===== src/rtl/psum_requant.sv =====
// Per-pixel channel accumulator with bias, rounding right shift and 8-bit clamp.
// Optional macro PSUM_RELU_EN: unsigned 0..255 (ReLU) clamp instead of signed saturation.
module psum_requant #(
   parameter int ACC_W  = 20,
   parameter int PSUM_W = 32,
   parameter int CH_W   = 8
) (
   input  logic                    clk,
   input  logic                    rstn,
   input  logic                    clr,
   input  logic [CH_W-1:0]         cfg_nch,
   input  logic signed [15:0]      cfg_bias,
   input  logic [4:0]              cfg_shift,
   input  logic                    vld_i,
   input  logic signed [ACC_W-1:0] acc_i,
   output logic                    busy_o,
   output logic                    vld_o,
   output logic [7:0]              data_o
);

`ifdef PSUM_RELU_EN
   localparam logic signed [PSUM_W:0] CLAMP_HI = (PSUM_W+1)'(255);
   localparam logic signed [PSUM_W:0] CLAMP_LO = (PSUM_W+1)'(0);
`else
   localparam logic signed [PSUM_W:0] CLAMP_HI = (PSUM_W+1)'(127);
   localparam logic signed [PSUM_W:0] CLAMP_LO = (PSUM_W+1)'(-128);
`endif

   // group state and configuration latched at group start
   logic [CH_W-1:0]          ch_cnt_q, ch_cnt_d;
   logic [CH_W-1:0]          nch_q, nch_d;
   logic signed [15:0]       bias_q, bias_d;
   logic [4:0]               shift_q, shift_d;
   logic signed [PSUM_W-1:0] psum_q, psum_d;

   // pipeline: S1 biased sum, S2 rounded shift, S3 clamped output
   logic signed [PSUM_W-1:0] s1_q, s1_d;
   logic [4:0]               s1_shift_q, s1_shift_d;
   logic                     s1_vld_q, s1_vld_d;
   logic signed [PSUM_W:0]   s2_q, s2_d;
   logic                     s2_vld_q, s2_vld_d;
   logic [7:0]               data_q, data_d;
   logic                     vld_q, vld_d;

   logic                     first;
   logic                     last;
   logic [CH_W-1:0]          nch_in;
   logic [CH_W-1:0]          grp_nch;
   logic signed [15:0]       grp_bias;
   logic [4:0]               grp_shift;
   logic signed [PSUM_W-1:0] acc_ext;
   logic signed [PSUM_W-1:0] bias_ext;
   logic signed [PSUM_W-1:0] sum;
   logic signed [PSUM_W:0]   s1_ext;
   logic signed [PSUM_W:0]   rnd;

   // On the first beat the live cfg inputs apply; afterwards the latched copies do.
   assign first     = (ch_cnt_q == '0);
   assign nch_in    = (cfg_nch == '0) ? CH_W'(1) : cfg_nch;
   assign grp_nch   = first ? nch_in    : nch_q;
   assign grp_bias  = first ? cfg_bias  : bias_q;
   assign grp_shift = first ? cfg_shift : shift_q;
   assign last      = (ch_cnt_q == grp_nch - CH_W'(1));
   assign acc_ext   = {{(PSUM_W-ACC_W){acc_i[ACC_W-1]}}, acc_i};
   assign bias_ext  = {{(PSUM_W-16){grp_bias[15]}}, grp_bias};
   assign sum       = (first ? '0 : psum_q) + acc_ext;

   always_comb begin
      // NOTE: every signal gets a hold/default value first so no path can infer a latch.
      ch_cnt_d   = ch_cnt_q;
      nch_d      = nch_q;
      bias_d     = bias_q;
      shift_d    = shift_q;
      psum_d     = psum_q;
      s1_d       = s1_q;
      s1_shift_d = s1_shift_q;
      s1_vld_d   = 1'b0;
      if (clr) begin
         ch_cnt_d = '0;
         psum_d   = '0;
      end else if (vld_i) begin
         if (first) begin
            nch_d   = nch_in;
            bias_d  = cfg_bias;
            shift_d = cfg_shift;
         end
         psum_d = sum;
         if (last) begin
            s1_d       = sum + bias_ext;
            s1_shift_d = grp_shift;
            s1_vld_d   = 1'b1;
            ch_cnt_d   = '0;
         end else begin
            ch_cnt_d = ch_cnt_q + CH_W'(1);
         end
      end
   end

   // Rounding add is one bit wider so a near-max sum cannot wrap before the shift.
   assign s1_ext = {s1_q[PSUM_W-1], s1_q};
   assign rnd    = (PSUM_W+1)'(1) << (s1_shift_q - 5'd1);

   always_comb begin
      s2_vld_d = s1_vld_q & ~clr;
      s2_d     = (s1_shift_q == 5'd0) ? s1_ext : ((s1_ext + rnd) >>> s1_shift_q);
      vld_d    = s2_vld_q & ~clr;
      data_d   = data_q;
      if (s2_vld_q && !clr) begin
         if (s2_q > CLAMP_HI)      data_d = CLAMP_HI[7:0];
         else if (s2_q < CLAMP_LO) data_d = CLAMP_LO[7:0];
         else                      data_d = s2_q[7:0];
      end
   end

   always_ff @(posedge clk or negedge rstn) begin
      // NOTE: non-blocking assignments so every register samples pre-edge values.
      if (!rstn) begin
         ch_cnt_q   <= '0;
         nch_q      <= '0;
         bias_q     <= '0;
         shift_q    <= '0;
         psum_q     <= '0;
         s1_q       <= '0;
         s1_shift_q <= '0;
         s1_vld_q   <= 1'b0;
         s2_q       <= '0;
         s2_vld_q   <= 1'b0;
         data_q     <= '0;
         vld_q      <= 1'b0;
      end else begin
         ch_cnt_q   <= ch_cnt_d;
         nch_q      <= nch_d;
         bias_q     <= bias_d;
         shift_q    <= shift_d;
         psum_q     <= psum_d;
         s1_q       <= s1_d;
         s1_shift_q <= s1_shift_d;
         s1_vld_q   <= s1_vld_d;
         s2_q       <= s2_d;
         s2_vld_q   <= s2_vld_d;
         data_q     <= data_d;
         vld_q      <= vld_d;
      end
   end

   assign busy_o = (ch_cnt_q != '0);
   assign vld_o  = vld_q;
   assign data_o = data_q;

endmodule

===== config.mk =====
export PLATFORM = sky130hd
export DESIGN_NAME = psum_requant
export DESIGN_NICKNAME = d
export VERILOG_FILES = /design/src/rtl/psum_requant.sv
export SDC_FILE = /design/constraint.sdc
export NUM_CORES = 1
export LEC_CHECK = 0
export BUFFER_PORTS_ARGS = -buffer_cell sky130_fd_sc_hd__buf_4
export CORE_ASPECT_RATIO = 2
export CORE_MARGIN = 10
export CORE_UTILIZATION = 58
export DETAILED_ROUTE_END_ITERATION = 8
export GPL_TIMING_DRIVEN = 0
export PLACE_DENSITY = 0.73
export SLEW_MARGIN = 20
export SYNTH_ARGS = -nofsm -noshare
export SYNTH_HDL_FRONTEND = slang
export SYNTH_SLANG_ARGS = --single-unit

===== constraint.sdc =====
create_clock -name clk -period 8.31 [get_ports clk]
set_input_delay 0.4155 -clock clk [delete_from_list [all_inputs] [get_ports clk]]
set_output_delay 0.4155 -clock clk [all_outputs]
set_load 0.01 [all_outputs]

# Word-level counts from Yosys, hierarchy flattened
# Cells that the tools add are included.
# Widths: inputs -> output; s select.
# classes
add_sub_neg,6
order_cmp,2
n_eq_ne,1
n_shift,2
n_mux,16
bitwise,3
reduce_logical,9
# op_table
cell,n
$mux 32,3
$mux 8,7
$add 32x33->33,1
$gt 33x8->1 const B,1
$lt 33x8->1 const B,1
$mux 33,1
$shl 1x5->33 const A,1
$sshr 33x5->33,1
$add 32x16->32,1
$add 32x32->32,1
$logic_not 8->1,2
$mux 16,1
$add 8x1->8 const B,1
$eq 8x8->1,1
$reduce_bool 8->1,1
$sub 8x1->8 const B,1
$logic_not 5->1,1
$mux 5,1
$sub 5x1->5 const B,1
$mux 1,3
$reduce_and 3->1,1
$and 1x1->1,2
$reduce_and 2->1,1
$reduce_bool 2->1,1
other kinds (3),3
# totals
reg_bits,150
in_bits,53
wordCells,51

# Depth between registers and ports, before layout
# depth
ltp_word,8
depth_mapped,32

# Worst setup path before layout
# No wires, ideal clock.
# synth_timing
kind,register to register
start,register ch_cnt_q[0]
end,register s1_q[30]
arrival_time_ps,6225
required_ps,8174
slack_ps,1949
stages_incl_launch_ff,32
path_buffers,4
period_less_slack_ps,6361
cell_sequence,dfrtp_1 > inv_1 > ha_1 > nor4b_2 > nand2_1 > buf_2 > clkbuf_1 > clkbuf_1 > clkbuf_1 > and2_1 > ha_1 > a21o_1 > or3_1 > o2111ai_1 > a21boi_0 > o211ai_1 > nand2_1 > a21o_1 > a21oi_1 > xnor2_1 > ha_1 > o21a_1 > nor2_1 > nor2_1 > a2111oi_0 > a311oi_1 > o21ai_0 > a21oi_1 > a21o_1 > a21o_1 > xnor2_1 > o21ai_0
# synth_via
elab_chain_len,5
elab_cells_between_ends,9
# synth_lines
element,line,text
start: declaration,30,"logic [CH_W-1:0] ch_cnt_q, ch_cnt_d;"
start signal: assignment,131,ch_cnt_q <= ch_cnt_d;
"parallel branches: the longest is 5 deep, another holds $add 32x32->32",-,
end signal: assignment,123,s1_q <= '0;
end signal: assignment,136,s1_q <= s1_d;
end: declaration,37,"logic signed [PSUM_W-1:0] s1_q, s1_d;"
# Several ways; the timed one is not identified.
# A chain may end at the register's enable or synchronous reset.

# Worst setup path in the final report
# Same ends and word-level chain as after synthesis.

==> reports/metrics.cfg <==
[worst_setup_path]
crit_type=reg -> reg
path_buf_inv=4
cp_top_family=compound AO/OA/AOI/OAI gates
cp_slowest_cell=dfrtp_1
worstSetupStartpointType=flip-flop
cpMostUsedCell=a21o_1
ff2ff_path_depth=29
rr_startpoint=ch_cnt_q[0]
required_ps=8650
arrival_ps=8000
reg2reg_to=s1_q[30]
cp_slowest_stage_delay_ps=480
rrSetupSlack_ps=640
crit_path_max_fanout=19
endpoint_kind=flip-flop

[route]
routedWlPerCell_um=25.2
wirelength_um=51600
drc=0
vias_per_cell=6.69
dr.pass1.iters=6
drtIter0Drc=1102
vias=13700
ant_nets=0

[clock_network]
hold_buffers=0
postCtsSetupRepairBufs=0
cts_sinks=150
cts_tree=built
clk_path_buf_depth=2
root_buffer=clkbuf_16
insertion_delay_ps=480
ctsResizeCount=1
clkTransAtPathRegs_ps=70
cts_max_level=4
cts_buffers=17

[logic_synthesis]
syn_nets=1826
synth_ff_type=dfrtp_1
ys_ff_latch=150
synth.distinct_cells=88
yosys-top-cells-area=dfrtp_1 (27%), ha_1 (9.3%), nand2_1 (5.5%)
synth_edf_count=0
synth_top_area_cell=dfrtp_1
yosysSeqAreaShare_pct=27.2
yosysTopAreaCellShare_pct=27.2
syn_area_sq_um=13800
ys_warn_count=0
synth_async_sr_flop_share_pct=100
synth_area_per_cell_sq_um=8.27
synthCells=1668

[status]
violations=hold timing
status=finished, violations left

[pwr]
power_leakage_nw=7.15
power_density_nw_per_um2=268
vdd_drop_max_uv=146

[floorplanning]
start_util_pct=59.1
die_h_um=238
coreArea_sq_um=23300
io_pins=63
rows=79
fp.dieW_um=129
die_area_sq_um=30700

[timing]
final.setup.tns_ps=0
layout_worst_path_cycle_share_pct=92.2
timing.hold.ws_ps=-25.9
rsz0062_at_grt=no
final_hold_viol_count=14
relSlewSlack_pct=28.9
period_minus_slack_ps=7670
setup_slack_ps=645
worst_pin_slew_ps=1070
fmax_ghz=0.130
fin_skew_ps=10.1
setup_viol=0
slew_viol_final=0

[grt]
grt_pass1_vias=14100
antenna_found_initial=0
grt_max_degree=99
grt_overflow=0
grt_pass1_wl_um=78600
grt_usage_pct=33.9

[finish]
final_common_cell=nand2_1
mostFrequentLayoutCells=nand2_1 (201), nor2_1 (177), dfrtp_1 (150)
drive_gt1_share_pct=9.99
final_core_util_pct=65.3
finalNetCount=1906
area_growth_pct=10.4

[hold_path]
hold_path.class=in -> async

[placed_design]
post-dp-hpwl_um=40200
preCtsSetupSlack_ps=-25.8
io_buffers=61
place.gp.congestion=1.08

[flow_run]
cap_violations=0

[cell families after synthesis]
| group | count (synthesis) | share of synthesized area (%) |
|---|---|---|
| AOI/OAI and AO/OA | 486 | 24.2 |
| xor gates and xnor gates | 101 | 6.42 |
| adders and majority gates | 105 | 9.69 |
| buffers and inverters | 116 | 3.24 |
| DFF | 150 | 27.2 |
| muxes | 111 | 9.24 |
| and+or+nand+nor | 599 | 20.0 |
[Yosys cell counts, drive strengths merged (5+ instances only)]
cell type,count
a21o,54
o21bai,13
nand4,20
nor2b,15
o211ai,15
a221oi,14
o21ai,110
a211oi,21
a21oi,111
nand3,38
nor3,28
a311oi,8
and3,21
mux2i,66
nor4,11
o2111ai,6
xnor2,61
xor2,40
nor2,177
mux4,8
a2111oi,7
nand2,201
a31o,8
or2,8
o22ai,7
mux2,37
a22o,14
nand2b,14
a31oi,19
dfrtp,150
and2,40
o221ai,5
ha,102
buf,13
clkbuf,69
o41ai,5
o21a,13
or3,9
o31ai,9
inv,31
[flip-flops by register name, summed over array words and instances (netlist names), 8 cells and up]
name	cells
s1_q	32
psum_q	32
s2_q	33
bias_q	16
data_o	8
ch_cnt_q	8
nch_q	8
[metrics by stage]
stage / total power, mW / cells / hold slack, ps / instance area [sq um]
floorplan: 2.43 / 1668 / 120 / 13800
detailed placement: 3.14 / 2013 / 457 / 14600
finish: 4.08 / 2045 / -25.9 / 15200
global route: 4.26 / 2044 / 39.1 / 15200
global placement: 3.11 / 2012 / 443 / 14600
CTS: 3.93 / 2045 / 9.61 / 15200
[layer usage]
layer	track usage [%]	share of wire (%)	vias to the layer above
met4	31.2	10	0
met1	30.3	31	6468
met3	6.82	6.5	290
met2	61.5	52	673
met5	0	0	-
li1	-	-	6260
[where the power goes]
part / switching (mW) / internal, mW / leakage [nW]
Combinational: 1.51 / 0.776 / 4.88
Sequential: 0.122 / 0.877 / 1.99
Clock: 0.364 / 0.429 / 0.284
[how the worst max path moves through the flow]
stage	slack (ps)	endpoint	cells after the start	from
after global placement	70	s1_q[30]	30	ch_cnt_q[0]
after CTS	190	s1_q[30]	30	ch_cnt_q[0]
after detailed placement	-30	s1_q[30]	30	ch_cnt_q[0]
after floorplan	1950	s1_q[30]	31	ch_cnt_q[0]
after global routing	110	s1_q[30]	29	ch_cnt_q[0]
final	640	s1_q[30]	29	ch_cnt_q[0]
[final cells by class]
cell class                      instances  area, sq um
Multi-Input combinational cell       1402         9590
Fill cell                            2069         8110
Sequential cell                       150         3750
Timing Repair Buffer                   62          493
Clock buffer                           19          443
Tap cell                              283          354
Buffer                                 81          319
Clock inverter                         13          135
Inverter                               34          128
Antenna cell                            1         2.50
[worst register-to-register path: cells and delay by family, from the launching register on]
kind	cells	cell delay, ps
adder cells (fa/ha/maj)	3	870
XOR/XNOR	2	220
AO/OA/AOI/OAI	13	3030
flip-flops	1	480
buffers and inverters	4	1320
AND/OR/NAND/NOR	7	1600
No activity file was read; power rests on OpenSTA's default activity.
